`src/rtl/ahb_slave_if.sv`:
```
// AHB slave front-end of the AHB2APB bridge: decodes three APB regions and hands one request at a time to the APB controller.
// Optional SEQ address continuity checking is built when AHB_BURST_CHECK_EN is defined.
module ahb_slave_if #(
    parameter int          ADDR_W      = 32,
    parameter int          DATA_W      = 32,
    parameter logic [31:0] REGION_BASE = 32'h8000_0000,
    parameter logic [31:0] REGION_SIZE = 32'h0400_0000
) (
    input  logic              hclk,
    input  logic              hreset,
    input  logic              hwrite,
    input  logic              hreadyin,
    input  logic [1:0]        htrans,
    input  logic [2:0]        hsize,
    input  logic [ADDR_W-1:0] haddr,
    input  logic [DATA_W-1:0] hwdata,
    output logic              hreadyout,
    output logic [1:0]        hresp,
    output logic [DATA_W-1:0] hrdata,
    output logic              req_valid,
    input  logic              req_ready,
    output logic              req_write,
    output logic [ADDR_W-1:0] req_addr,
    output logic [DATA_W-1:0] req_wdata,
    output logic [2:0]        req_size,
    output logic [2:0]        req_sel,
    input  logic              rsp_valid,
    input  logic [DATA_W-1:0] rsp_rdata
);

    typedef enum logic [2:0] {
        S_IDLE    = 3'd0,
        S_WR_DATA = 3'd1,
        S_WR_REQ  = 3'd2,
        S_RD_REQ  = 3'd3,
        S_RD_WAIT = 3'd4,
        S_ERR1    = 3'd5,
        S_ERR2    = 3'd6
    } state_t;

    localparam logic [ADDR_W-1:0] P_BASE = ADDR_W'(REGION_BASE);
    localparam logic [ADDR_W-1:0] P_SIZE = ADDR_W'(REGION_SIZE);
    localparam logic [ADDR_W-1:0] P_LIM1 = P_BASE + P_SIZE;
    localparam logic [ADDR_W-1:0] P_LIM2 = P_LIM1 + P_SIZE;
    localparam logic [ADDR_W-1:0] P_LIM3 = P_LIM2 + P_SIZE;

    state_t              r_state;
    state_t              w_next;
    logic [DATA_W-1:0]   r_hrdata;
    logic                r_req_write;
    logic [ADDR_W-1:0]   r_req_addr;
    logic [DATA_W-1:0]   r_req_wdata;
    logic [2:0]          r_req_size;
    logic [2:0]          r_req_sel;

    logic                w_active;
    logic                w_accept;
    logic [2:0]          w_sel;
    logic                w_burst_bad;
    logic                w_ok;
    logic                w_hreadyout;
    logic [1:0]          w_hresp;
    logic                w_req_valid;

    assign w_active = (htrans == 2'b10) || (htrans == 2'b11);
    // Only IDLE and ERR2 drive hreadyout high, so only they can take a new address phase.
    assign w_accept = ((r_state == S_IDLE) || (r_state == S_ERR2)) && hreadyin && w_active;

    assign w_sel[0] = (haddr >= P_BASE) && (haddr < P_LIM1);
    assign w_sel[1] = (haddr >= P_LIM1) && (haddr < P_LIM2);
    assign w_sel[2] = (haddr >= P_LIM2) && (haddr < P_LIM3);

`ifdef AHB_BURST_CHECK_EN
    logic [ADDR_W-1:0] r_last_addr;
    logic [2:0]        r_last_size;
    logic              r_last_vld;
    logic [ADDR_W-1:0] w_exp_addr;

    assign w_exp_addr  = r_last_addr + (ADDR_W'(1) << r_last_size);
    assign w_burst_bad = (htrans == 2'b11) && (!r_last_vld || (haddr != w_exp_addr));

    // Any errored address phase breaks the burst chain; a fresh NONSEQ is needed.
    always_ff @(posedge hclk) begin
        if (hreset) begin
            r_last_addr <= '0;
            r_last_size <= '0;
            r_last_vld  <= 1'b0;
        end else if (w_accept) begin
            if (w_ok) begin
                r_last_addr <= haddr;
                r_last_size <= hsize;
                r_last_vld  <= 1'b1;
            end else begin
                r_last_vld  <= 1'b0;
            end
        end
    end
`else
    assign w_burst_bad = 1'b0;
`endif

    assign w_ok = (|w_sel) && !w_burst_bad;

    always_comb begin
        w_next      = r_state;
        w_hreadyout = 1'b0;
        w_hresp     = 2'b00;
        w_req_valid = 1'b0;
        case (r_state)
            S_IDLE: begin
                w_hreadyout = 1'b1;
                if (w_accept)
                    w_next = !w_ok ? S_ERR1 : (hwrite ? S_WR_DATA : S_RD_REQ);
            end
            S_WR_DATA: w_next = S_WR_REQ;
            S_WR_REQ: begin
                w_req_valid = 1'b1;
                if (req_ready) w_next = S_IDLE;
            end
            S_RD_REQ: begin
                w_req_valid = 1'b1;
                if (req_ready) w_next = S_RD_WAIT;
            end
            S_RD_WAIT: begin
                if (rsp_valid) w_next = S_IDLE;
            end
            S_ERR1: begin
                w_hresp = 2'b01;
                w_next  = S_ERR2;
            end
            S_ERR2: begin
                w_hreadyout = 1'b1;
                w_hresp     = 2'b01;
                if (w_accept)
                    w_next = !w_ok ? S_ERR1 : (hwrite ? S_WR_DATA : S_RD_REQ);
                else
                    w_next = S_IDLE;
            end
            default: w_next = S_IDLE;
        endcase
    end

    always_ff @(posedge hclk) begin
        if (hreset) begin
            r_state     <= S_IDLE;
            r_hrdata    <= '0;
            r_req_write <= 1'b0;
            r_req_addr  <= '0;
            r_req_wdata <= '0;
            r_req_size  <= '0;
            r_req_sel   <= '0;
        end else begin
            r_state <= w_next;
            if (w_accept) begin
                r_req_addr  <= haddr;
                r_req_write <= hwrite;
                r_req_size  <= hsize;
                r_req_sel   <= w_sel;
            end
            if (r_state == S_WR_DATA)
                r_req_wdata <= hwdata;
            if ((r_state == S_RD_WAIT) && rsp_valid)
                r_hrdata <= rsp_rdata;
        end
    end

    assign hreadyout = w_hreadyout;
    assign hresp     = w_hresp;
    assign hrdata    = r_hrdata;
    assign req_valid = w_req_valid;
    assign req_write = r_req_write;
    assign req_addr  = r_req_addr;
    assign req_wdata = r_req_wdata;
    assign req_size  = r_req_size;
    assign req_sel   = r_req_sel;

endmodule

```
`config.mk`:
```
export PLATFORM = sky130hd
export DESIGN_NAME = ahb_slave_if
export DESIGN_NICKNAME = d
export VERILOG_FILES = /design/src/rtl/ahb_slave_if.sv
export SDC_FILE = /design/constraint.sdc
export NUM_CORES = 1
export LEC_CHECK = 0
export CAP_MARGIN = 20
export CORE_ASPECT_RATIO = 2
export CORE_MARGIN = 4
export CORE_UTILIZATION = 43
export DETAILED_ROUTE_END_ITERATION = 8
export HOLD_SLACK_MARGIN = 0.06
export PLACE_DENSITY_LB_ADDON = 0.08
export REMOVE_ABC_BUFFERS = 1
export SETUP_SLACK_MARGIN = 0.05
export SLEW_MARGIN = 20
export SYNTH_ARGS = -nofsm -noshare
export SYNTH_HDL_FRONTEND = slang
export SYNTH_SLANG_ARGS = --single-unit
```
`constraint.sdc`:
```
create_clock -name hclk -period 3.9 [get_ports hclk]
set_input_delay 0.78 -clock hclk [delete_from_list [all_inputs] [get_ports hclk]]
set_output_delay 0.78 -clock hclk [all_outputs]
set_load 0.05 [all_outputs]
```
Word-level counts from Yosys, hierarchy flattened
Index checks and enable logic that the tools add are counted.
{"block": "word_totals", "wordCells": 50, "output_inout_bits": 107, "register_bits": 106}
{"block": "op_classes", "n_mux": 11, "n_eq_ne": 12, "n_reduce_logical": 14, "magnitude_cmp": 6}
{"operator": "greater-or-equal comparator 32 bit, second input constant", "count": 3}
{"operator": "< comparator 32 bit, second input constant", "count": 3}
{"operator": "case mux 3 bit (7 select lines)", "count": 1}
{"operator": "two-way mux 3 bit", "count": 6}
{"operator": "equality test 3 bit, second input constant", "count": 3}
{"operator": "inequality test 2 bit, second input constant", "count": 4}
{"operator": "equality test 3 x 2 -> 1 bit, second input constant", "count": 2}
{"operator": "logical AND 1 bit", "count": 6}
{"operator": "OR reduction 2 bit", "count": 3}
{"operator": "equality test 2 bit, second input constant", "count": 2}
{"operator": "AND reduction 4 bit", "count": 1}
{"operator": "equality test 3 x 1 -> 1 bit, second input constant", "count": 1}
{"operator": "logical NOT 3 bit", "count": 1}
{"operator": "two-way mux 1 bit", "count": 3}
{"operator": "OR reduction 3 bit", "count": 1}
{"operator": "logical OR 1 bit", "count": 2}
{"operator": "two-way mux 2 bit", "count": 1}

Depth between registers and ports, before layout
Gate-level depths: netlist (run 1).
{"block": "depth", "ltp_word": 6, "mapped_depth": 6, "depth_no_buf": 4}

Least setup slack after synthesis (run 1)
No wires, ideal clock.
{"block": "synth_path", "path_type": "reg-to-output", "start": "reg r_state[2]", "end": "out hreadyout", "path_stages_with_launch": 4, "setup_slack_ps": 1309, "required_time_ps": 3120, "t_arrival_ps": 1811, "cell_sequence": "dfxtp_1 > or2b_1 > inv_2 > nor3_1"}
{"block": "synth_between", "elab_chain_len": 3}
{"element": "from (decl)", "line_no": "47", "text": "state_t r_state;"}
{"element": "from (signal assigned)", "line_no": "153", "text": "r_state <= w_next;"}
{"element": "equality test 3 bit or logical NOT 3 bit (tied branches)", "line_no": "109", "text": "case (r_state)"}
{"element": "OR reduction 2 bit (no line) (*)"}
{"element": "two-way mux 1 bit (*)", "line_no": "109"}
{"element": "to (decl)", "line_no": "17", "text": "output logic hreadyout,"}
Mark *: on every way between the ends. The rest lies on a longest branch, timed or not.

Worst setup path after layout (run 1)
{"block": "layout_path", "start": "reg r_state[0]", "end": "out hresp[0]"}
{"block": "layout_between", "elab_chain_len": 3}
{"element": "equality test 3 bit", "line_no": "109"}
{"element": "OR reduction 2 bit (no line) (*)"}
{"element": "two-way mux 1 bit (*)", "line_no": "109"}
{"element": "to (decl)", "line_no": "18", "text": "output logic [1:0] hresp,"}
Marks and branches as above.

==> results of run 1 <==
==> kinds of logic after synthesis <==
logic type	synth area share, %
muxes	9.27
DFF	50.2
AOI/OAI and AO/OA	9.74
other	0.0888
buffers and inverters	4.35
and+or+nand+nor	26.3
==> critical path, cell delays in order, from the launching register on <==
cell	delay, ns
dfxtp_1	0.63
nand2b_1	0.16
a21boi_0	0.21
clkdlybuf4s50_1	0.85
==> through the flow <==
stage	util [%]	setup TNS [ns]
2_1_floorplan	-	-93.82
3_3_place_gp	65.8	0
3_5_place_dp	65.8	0
4_1_cts	68.9	0
5_1_grt	68.9	0
6_report	68.9	0
==> metal layers <==
| layer | GRT usage [%] | up-vias |
|---|---|---|
| met2 | 34.5 | 148 |
| li1 | - | 1953 |
| met4 | 9.11 | 0 |
| met5 | 0 | - |
| met3 | 4.91 | 25 |
| met1 | 20.6 | 1733 |
==> cell type report <==
class	count	area (um^2)
clock buffers	12	256
clock inverters	3	47.5
fillers	806	3010
inverters	1	3.75
multi-input cells	341	1950
flip-flops and latches	106	2120
well taps	132	165
repair buffers	216	2150
==> path summary, 6_finish.rpt <==
kind	slack, ns	end	from	depth (start not counted)
worst max register to register	2.00	req_size[2]	r_state[1]	5
worst min-delay path	0.45	hrdata[3]	hrdata[3]	2
worst min register to register	0.45	hrdata[3]	hrdata[3]	2
worst max-delay path	0.93	hresp[0]	r_state[0]	3
==> where the power goes <==
part	internal (mW)	leakage (nW)	switching, mW
clock	0.533	0.149	0.381
sequential	1.12	0.861	0.0239
combinational	0.217	1.33	0.262
total	1.87	2.34	0.667
==> flip-flops by register name, indices dropped and copies added (netlist names) <==
| signal | cells |
|---|---|
| r_state | 3 |
| req_size | 3 |
| req_wdata | 32 |
| hrdata | 32 |
| req_write | 1 |
| req_addr | 32 |
| req_sel | 3 |
==> cells in the final DEF, fill, tap and decap left out, drive strengths merged, types with 6 or more instances in the layout <==
cell type	n
nand2	130
nand2b	77
a21oi	69
clkdlybuf4s50	210
buf	6
dfxtp	106
clkbuf	12
mux2i	38
==> impl_metrics.py, run 1 <==
metrics = {
    "status": {
        "outcome": "completed",
    },
    "yosys": {
        "synthCells": 486,
        "synth_flop_cell": "dfxtp_1",
        "synth_edf_count": 0,
        "yosysTopAreaCellShare_pct": 50.2,
        "ys_ff_latch": 106,
        "synth_seq_area_share_pct": 50.2,
        "synth_commonest_cells": "130 x nand2_1, 106 x dfxtp_1, 77 x nand2b_1, 69 x a21oi_1, 38 x mux2i_1",
        "yosysMostFrequentCell": "nand2_1",
        "netlist.top_cell.by_area": "dfxtp_1",
        "avgSynthCellArea_um2": 8.69,
        "yosysWarnings": 0,
        "netlist_area_um2": 4230,
        "synth.distinct_cells": 34,
        "ys_top_cells_by_area": "dfxtp_1 50%, nand2_1 12%, nand2b_1 11%",
        "synthArstFlopShare_pct": 0,
    },
    "power_and_ir_drop": {
        "leakagePower_nw": 2.34,
        "power.density_nw_per_um2": 380,
        "peakVddDrop_v": 0.000271,
        "total_power_mw": 2.54,
    },
    "clock_tree": {
        "cts_tree": "built",
        "cts-root-buf": "clkbuf_16",
        "cts_sinks": 106,
        "clockBufferDepth": 2,
        "post_cts_buffers": 0,
        "ctsHtreeMaxLevel": 3,
        "cts_buffers": 9,
        "cts_resized": 0,
        "clkSlewWorstSetupHoldPaths_ns": 0.07,
        "cts_hold_buffers": 0,
        "clk_latency_ns": 0.34,
    },
    "grt": {
        "grtUsageTotal_pct": 19.2,
        "grt_antenna_before_repair": 0,
        "grt_max_degree": 115,
        "grt_pass1_vias": 3825,
        "grt_pass1_wl_um": 17800,
        "gr-total-overflow": 0,
    },
    "route": {
        "wl_met2_um": 5880,
        "via_count": 3859,
        "drc": 0,
        "dr.pass1.iters": 4,
        "drt_iter0_drc": 137,
        "met1_length_um": 4350,
        "vias_per_cell": 4.76,
        "drt-wirelength-per-cell_um": 14.0,
        "maxUsedRoutingLayer": "met4",
        "wirelength_um": 11400,
        "routed-wl-met3_um": 737,
        "drtAntennaViolNets": 0,
    },
    "placed_design": {
        "dp_cells": 796,
        "pre_cts_slack_ns": 1.30,
        "dpl.hpwl_um": 8370,
        "gp_congestion": 0.753,
        "portBuffers": 211,
        "dpl_cell_area_um2": 6380,
    },
    "floorplanning": {
        "fp-row-count": 51,
        "die_h_um": 148,
        "core_area_um2": 9700,
        "die-area_um2": 11600,
        "io_pins": 214,
        "start_util_pct": 43.6,
        "fp.dieW_um": 78.1,
    },
    "timing": {
        "maxSlewHeadroom_pct": 41.4,
        "holdWs_ns": 0.454,
        "fin_ws_ns": 0.930,
        "post-route-min-period_ns": 2.97,
        "rsz0062_at_grt": "no",
        "tightest_slew_ns": 0.879,
        "fmax_mhz": 337,
        "finalSetupViolations": 0,
        "fin_worst_skew_ns": 0.0103,
        "hold_violations": 0,
        "period_share_pct": 76.2,
        "drv_slew": 0,
    },
    "setup_path": {
        "crit_fanout": 14,
        "criticalPathCategory": "reg2out",
        "required_ns": 3.12,
        "cp_data_arrival_time_ns": 2.19,
        "cp-start-kind": "flip-flop",
        "cp-end-kind": "primary output",
    },
    "finish": {
        "n_antenna_cell": 0,
        "design_area_um2": 6690,
        "layout-drive-gt1-share_pct": 4.12,
        "area_growth_pct": 58.3,
        "instances_no_fill": 811,
        "nets": 782,
    },
    "worst_hold_path": {
        "hp-class": "reg2reg",
    },
    "run": {
        "timing.max_cap.violations": 0,
    },
}
No activity file was read; power rests on OpenSTA's default activity.
==> run 2: changes to the inputs <==
- CORE_UTILIZATION: 43 -> 36
- clock period: 3.9 -> 2.7 ns (I/O delays scaled with it)
==> impl_metrics.py, run 2 (same netlist as run 1, synthesis figures left out) <==
metrics = {
    "route": {
        "via_count": 3875,
        "drt_iter0_drc": 142,
        "dr.pass1.iters": 4,
        "vias_per_cell": 4.71,
        "drt-wirelength-per-cell_um": 14.6,
        "drtAntennaViolNets": 0,
        "drc": 0,
        "wirelength_um": 12000,
    },
    "finish": {
        "n_antenna_cell": 0,
        "area_growth_pct": 58.4,
        "design_area_um2": 6690,
        "layout-drive-gt1-share_pct": 4.55,
        "final_cell_mix": "207 x clkdlybuf4s50_1, 130 x nand2_1, 106 x dfxtp_1",
        "layout_commonest_cell": "clkdlybuf4s50_1",
        "filler_cell_count": 1054,
        "nets": 784,
    },
    "placed_design": {
        "gp_congestion": 0.788,
        "portBuffers": 211,
        "dpl.hpwl_um": 8820,
        "dpl_cell_area_um2": 6420,
        "pre_cts_slack_ns": 0.403,
    },
    "setup_path": {
        "criticalPathCategory": "reg2out",
        "crit_fanout": 11,
        "cp_data_arrival_time_ns": 1.83,
        "cp-start-kind": "flip-flop",
        "cp-end-kind": "primary output",
        "required_ns": 2.16,
    },
    "power_and_ir_drop": {
        "p_int_mw": 2.59,
        "power.net_switching_mw": 0.984,
        "combPwrFrac_pct": 19.6,
        "p_seq_share_pct": 46.4,
        "swShare_pct": 27.6,
        "total_power_mw": 3.57,
        "peakVddDrop_v": 0.000313,
        "power.density_nw_per_um2": 533,
        "clkPwrFrac_pct": 34.0,
        "leakagePower_nw": 2.36,
    },
    "floorplanning": {
        "die_h_um": 161,
        "fp.dieW_um": 84.6,
        "die-area_um2": 13600,
        "io_pins": 214,
        "core_area_um2": 11400,
        "fp-row-count": 55,
        "start_util_pct": 37.0,
    },
    "status": {
        "outcome": "completed",
    },
    "timing": {
        "fin_ws_ns": 0.330,
        "period_share_pct": 87.8,
        "fmax_mhz": 422,
        "holdWs_ns": 0.454,
        "post-route-min-period_ns": 2.37,
        "drv_slew": 0,
        "rsz0062_at_grt": "no",
        "finalSetupViolations": 0,
        "tightest_slew_ns": 0.665,
        "maxSlewHeadroom_pct": 55.7,
        "hold_violations": 0,
        "fin_worst_skew_ns": 0.00662,
    },
    "worst_hold_path": {
        "hp-class": "reg2reg",
    },
    "clock_tree": {
        "cts_buffers": 9,
        "cts_sinks": 106,
        "ctsHtreeMaxLevel": 3,
        "clkSlewWorstSetupHoldPaths_ns": 0.06,
        "cts_hold_buffers": 0,
        "cts-root-buf": "clkbuf_16",
        "clockBufferDepth": 2,
        "cts_resized": 1,
        "clk_latency_ns": 0.34,
        "post_cts_buffers": 0,
        "cts_tree": "built",
    },
    "grt": {
        "grt_pass1_wl_um": 19600,
        "gr-total-overflow": 0,
        "grt_antenna_before_repair": 0,
        "grt_pass1_vias": 3919,
        "grtUsageTotal_pct": 17.7,
        "grt_max_degree": 80,
    },
    "run": {
        "timing.max_cap.violations": 0,
    },
}
## run 2: cell count changes in the layout (fill, tap and decap cells not counted)
cell and delta:
inv_6 -1, buf_12 +1, clkbuf_8 -1, bufinv_16 -1
clkinvlp_4 +2, buf_4 +2, clkdlybuf4s50_1 -3, clkinv_2 +1
dlymetal6s2s_1 +1, dlygate4sd2_1 +1
## run 2: power by group through the flow
stage                     clock network, mW  logic [mW]  registers [mW]
final                                  1.21       0.699            1.66
after global routing                   1.32       0.745            1.66
after CTS                              1.26       0.708            1.66
after detailed placement                  0       0.707            1.69
after global placement                    0       0.699            1.69
after floorplan                           0       0.169            1.89
## run 2: per-layer routing
layer	wire length, um	part of all wire [%]	vias up	global-route usage, %
met5	0	0	-	0
met4	341	2.8	0	7.28
met3	969	8.1	20	5.67
met2	6350	53	138	31.9
met1	4350	36	1764	18.5
li1	-	-	1953	-
## run 2: final cells by class
| cell class | instances | area, um^2 | share of cell area (%) |
|---|---|---|---|
| multi-input combinational | 341 | 1950 | 29.1 |
| inverter | 1 | 3.75 | 0.0561 |
| sequential | 106 | 2120 | 31.7 |
| timing repair buffer | 218 | 2170 | 32.5 |
| tap | 142 | 178 | 2.65 |
| clock buffer | 11 | 243 | 3.63 |
| clock inverter | 4 | 28.8 | 0.430 |
## run 2: worst max-delay path, cell delays in order (launching register included)
cell and delay, ns:
dfxtp_1 0.56, or2b_1 0.29, inv_2 0.13, nor3_1 0.07, dlygate4sd2_1 0.44
## run 2: final timing paths
kind	depth (start not counted)	start	endpoint	slack [ns]
hold reg to reg	2	req_wdata[4]	req_wdata[4]	0.45
setup reg to reg	5	r_state[1]	req_addr[6]	0.89
hold / removal	2	req_wdata[4]	req_wdata[4]	0.45
setup / recovery	4	r_state[1]	hreadyout	0.33
## run 2: per-stage QoR
step / cells / setup TNS, ns / util, %
3_5_place_dp: 808 / 0 / 56.2
2_1_floorplan: 448 / -154.30 / -
6_report: 823 / 0 / 58.6
3_3_place_gp: 808 / 0 / 56.2
4_1_cts: 823 / 0 / 58.6
5_1_grt: 823 / 0 / 58.6
